## src/rtl/bw_decoder.sv

```systemverilog
// rtl/bw_decoder.sv - codeword-to-index reverse lookup over a writable table
//
// Ports:
//   clk, rst_n            clock; asynchronous active-low reset
//   tbl_we/addr/data      write one table entry and mark it valid
//   tbl_clr               invalidate every entry (a same-edge write still lands valid)
//   in_valid/ready/code   lookup request handshake
//   out_valid/ready       result handshake; result held until accepted
//   out_idx, out_hit      lowest matching index, or 0 with hit=0 on a miss
module bw_decoder #(
    parameter int CODE_W = 28,
    parameter int IDX_W  = 5
) (
    input  logic              clk,
    input  logic              rst_n,
    input  logic              tbl_we,
    input  logic [IDX_W-1:0]  tbl_addr,
    input  logic [CODE_W-1:0] tbl_data,
    input  logic              tbl_clr,
    input  logic              in_valid,
    output logic              in_ready,
    input  logic [CODE_W-1:0] in_code,
    output logic              out_valid,
    input  logic              out_ready,
    output logic [IDX_W-1:0]  out_idx,
    output logic              out_hit
);

    localparam int DEPTH = 1 << IDX_W;

    typedef enum logic [1:0] {
        IDLE = 2'd0,
        SCAN = 2'd1,
        DONE = 2'd2
    } state_t;

    state_t            state;
    logic [IDX_W-1:0]  ptr;
    logic [CODE_W-1:0] code_q;
    logic [CODE_W-1:0] mem [DEPTH];
    logic [DEPTH-1:0]  ent_valid;
    logic              match;
    logic              last_entry;

    // Compare uses the table as it stood before this edge, so a write landing
    // on the same edge only affects later pointer positions.
    assign match      = ent_valid[ptr] && (mem[ptr] == code_q);
    assign last_entry = &ptr;
    assign in_ready   = (state == IDLE) && rst_n;

    // Codeword storage carries no reset; only the valid bits are cleared.
    always_ff @(posedge clk) begin
        if (tbl_we) begin
            mem[tbl_addr] <= tbl_data;
        end
    end

    always_ff @(posedge clk or negedge rst_n) begin
        if (!rst_n) begin
            ent_valid <= '0;
        end else begin
            if (tbl_clr) begin
                ent_valid <= '0;
            end
            // Placed after the clear so a simultaneous write wins for its entry.
            if (tbl_we) begin
                ent_valid[tbl_addr] <= 1'b1;
            end
        end
    end

    always_ff @(posedge clk or negedge rst_n) begin
        if (!rst_n) begin
            state     <= IDLE;
            ptr       <= '0;
            code_q    <= '0;
            out_valid <= 1'b0;
            out_idx   <= '0;
            out_hit   <= 1'b0;
        end else begin
            case (state)
                IDLE: begin
                    if (in_valid) begin
                        code_q <= in_code;
                        ptr    <= '0;
                        state  <= SCAN;
                    end
                end
                SCAN: begin
                    if (match) begin
                        out_idx   <= ptr;
                        out_hit   <= 1'b1;
                        out_valid <= 1'b1;
                        state     <= DONE;
                    end else if (last_entry) begin
                        out_idx   <= '0;
                        out_hit   <= 1'b0;
                        out_valid <= 1'b1;
                        state     <= DONE;
                    end else begin
                        ptr <= ptr + 1'b1;
                    end
                end
                DONE: begin
                    // Returning to IDLE takes this edge; acceptance waits for the next.
                    if (out_ready) begin
                        out_valid <= 1'b0;
                        state     <= IDLE;
                    end
                end
                default: begin
                    out_valid <= 1'b0;
                    state     <= IDLE;
                end
            endcase
        end
    end

endmodule

```

## config.mk

```make
export PLATFORM = sky130hd
export DESIGN_NAME = bw_decoder
export DESIGN_NICKNAME = d
export VERILOG_FILES = /design/src/rtl/bw_decoder.sv
export SDC_FILE = /design/constraint.sdc
export NUM_CORES = 1
export LEC_CHECK = 0
export ABC_CLOCK_PERIOD_IN_PS = 3300
export CAP_MARGIN = 25
export CORE_MARGIN = 2
export CORE_UTILIZATION = 56
export CTS_CLUSTER_DIAMETER = 40
export DETAILED_ROUTE_END_ITERATION = 10
export PLACE_DENSITY = 0.73
export SYNTH_ARGS = -nofsm -noshare
export SYNTH_HDL_FRONTEND = slang
export SYNTH_SLANG_ARGS = --single-unit
```

## constraint.sdc

```tcl
create_clock -name clk -period 3.3 [get_ports clk]
set_clock_uncertainty 0.05 [all_clocks]
set_input_delay 0.66 -clock clk [delete_from_list [all_inputs] [get_ports clk]]
set_output_delay 0.66 -clock clk [all_outputs]
set_load 0.005 [all_outputs]
```

==> impl_results.md <==
- Status: finished with violations
- Failing checks: negative setup slack
- Syn Nets: 1969
- Full die area: 69620 um^2
- CTS tree: yes
- First-pass DRT Iterations: 5
- Hold_buf cts: 0
- Core region area: 67040 um^2
- Syn Inst Count: 1900
- Final min period: 3.849 ns
- # setup viols final: 14
- CP Capture Type: flop
- Slowest CP cell: or4b_4
- Worst-path cell chain: buf_6 -> buf_12 -> nor2b_1 -> buf_6 -> a22oi_1 -> nand3_1 -> nand4_1 -> xnor2_1 -> buf_4 -> nand4_1 -> or4b_4 -> or3_4 -> nand3_4 -> mux2_4
- Post-synth top area cell: edfxtp_1
- Yosys warns: 0
- Fill count: 3926
- HP Class: in -> async
- Gr usage total: 0.3042
- Sequential-to-total area share from yosys stat: 0.7604
- # DRC: 0
- RSZ-0062 raised after global routing: true
- Max stage delay on crit path: 0.59 ns
- Top cell type's share of synthesized area: 0.7115
- Worst-path clk slew: 0.06 ns
- Critical Path RT: 3.84 ns
- CTS buffer count: 130
- Synth Register Bits: 970
- Clock Tree Root: clkbuf_16
- Nets: 2337
- Final Max Tran Viols: 0
- TritonCTS Sinks: 970
- Post-synth top cells: 896 x edfxtp_1, 197 x mux4_2, 137 x nand2_1
- Fin crit share: 1.166
- Clock latency on the worst-skew pair: 0.72 ns
- Final Hold Viols: 0
- Synth area leaders: edfxtp_1 71%, mux4_2 12%, dfrtp_1 4.9%
- Top_reg_cell synth: edfxtp_1
- Distinct cells, synth: 61
- Iter 0 DRT Violations: 3239
- Fmax: 0.2598 GHz
- Die width: 263.9 um
- Normalized max-slew margin: 0.2672
- Area Overhead vs Synth: 24.50%
- Vias: 21251
- Fraction of registers with async set/reset: 0.07629
- CP arrival: 4.39 ns
- Flip-flop and latch area: 28770 um^2
- Antenna violations before repair: 2
- Mean Syn Cell Area: 19.90 um^2
- Dpl hpwl: 56.92 mm
- CTS HTree Levels: 4
- Number of global-route vias before repair: 21334
- Synthesized area: 37820 um^2
- Average wire per standard cell: 32.35 um
- CP Class: reg -> reg
- Multi-input gate area: 8881 um^2
- Peak supply drop: 0.4707 mV
- Layout cells sized above 1: 0.3278
- Measured slew at the worst slew-check pin: 1.096 ns
- Routed Antenna Nets: 0
- Launching element type of the critical path: flop
- Die Y: 263.9 um
- Post-synth EDFFs: 896
- Final GP Congestion: 0.8166
- Port bufs: 74
- Initial Utilization: 0.5641
- Largest net degree at the start of global routing: 57
- First-pass GRT wire length: 148.2 mm
- Leak: 16.02 nW
- Power per Cell Area: 861.9 nW/um^2
- Critical path fanouts, max: 13
- Gr ovfl total: 0
- Fin Setup TNS: -6.923 ns
- DRT Wirelength: 105.0 mm
- Post-Place Cells: 2958
- Via density: 6.547
- Row Count: 95
- Maxcap violations: 0
- Final worst slack: -0.5490 ns
- Max clock buf depth: 3
- Io pins: 75
- Final instance count without filler cells: 3246
- Top-count cell post-synth: edfxtp_1
-- cell type report --
class / instances / share of cell area
Sequential cell: 970 / 0.6111
Multi-Input combinational cell: 790 / 0.1886
Timing Repair Buffer: 338 / 0.08015
Clock buffer: 156 / 0.07521
Tap cell: 873 / 0.02320
Clock inverter: 78 / 0.01850
Inverter: 38 / 0.003056
Antenna cell: 3 / 0.0001595
-- placed cells by master (no fill, tap or decap), drive strengths merged, types with 12 or more instances in the layout --
cell / instances
edfxtp: 896
buf: 258
mux4: 197
clkbuf: 160
nand2: 137
mux2i: 104
dfrtp: 74
clkdlybuf4s50: 73
nor2: 53
inv: 51
o22ai: 48
a22oi: 39
clkinv: 36
nand3: 22
nor2b: 16
o21ai: 16
clkinvlp: 15
xnor2: 15
bufinv: 14
xor2: 14
a221oi: 14
a21oi: 12
-- path summary, 6_finish.rpt --
check / from / cells past startpoint / endpoint / slack [ns]
max: ptr[0]$_DFFE_PN0P_ / 14 / ptr[4]$_DFFE_PN0P_ / -0.55
min: rst_n / 2 / code_q[10]$_DFFE_PN0P_ / 0.04
max reg2reg: ptr[0]$_DFFE_PN0P_ / 14 / ptr[4]$_DFFE_PN0P_ / -0.55
min reg2reg: code_q[26]$_DFFE_PN0P_ / 2 / code_q[26]$_DFFE_PN0P_ / 0.46
max in group asynchronous: rst_n / 3 / ptr[0]$_DFFE_PN0P_ / 1.93
min in group clk: in_code[1] / 3 / code_q[1]$_DFFE_PN0P_ / 0.43
-- worst max-delay path: cells and delay by family, from the launching register on --
kind            cells  cell delay [ns]
compound gates      1             0.12
buf+inv             4             0.66
xor+xnor            1             0.23
mux                 1             0.30
simple gates        7             1.80
flops               1             0.54
-- where the power goes --
group	switching, mW	internal (mW)	leakage (nW)
clock	5.32	8.81	2.12
sequential	0.335	13.8	9.04
combinational	6.06	6.24	4.86
-- logic make-up (layout without fill, tap and decap cells) --
group	after synthesis	count (layout)	synth area share
flops	970	970	0.7604
mux	311	311	0.1478
simple gates	274	274	0.03332
compound gates	174	174	0.03299
buf+inv	140	610	0.01806
xor+xnor	29	29	0.006716
fa+ha+maj	2	2	0.0006616
other cells	0	3	0
-- sequential cells by signal (all words and copies together) (netlist names) --
| register | count |
|---|---|
| code_q | 28 |
| out_idx | 5 |
| mem | 896 |
| state | 2 |
| ptr | 5 |
| ent_valid | 32 |
| out_valid | 1 |
| out_hit | 1 |
-- timing repair --
item                       in CTS  in global routing
buffers inserted               27                 18
resized for setup              55                 32
pin swaps                      21                 13
cloned                          3                  2
setup endpoints to repair      14                 14
-- per-layer routing --
layer	routed length, um	up-vias	track usage
li1	-	8524	-
met1	38960	11005	0.4253
met2	49640	1453	0.4721
met3	12340	267	0.07588
met4	4033	2	0.1123
met5	13	-	0
-- metrics by stage --
step	hold slack (ns)	total power [mW]	util	area (um^2)	worst slack (ns)
2_1_floorplan	0.3144	20.97	-	37930	-0.1202
3_3_place_gp	0.4332	24.94	0.6215	41660	-0.8370
3_5_place_dp	0.4390	25.08	0.6215	41660	-0.7945
4_1_cts	0.0007538	40.05	0.6960	46660	-0.4518
5_1_grt	0.01161	41.79	0.7022	47070	-0.5851
6_report	0.03932	40.58	0.7023	47080	-0.5490
Power figures use the tool's default switching activity.
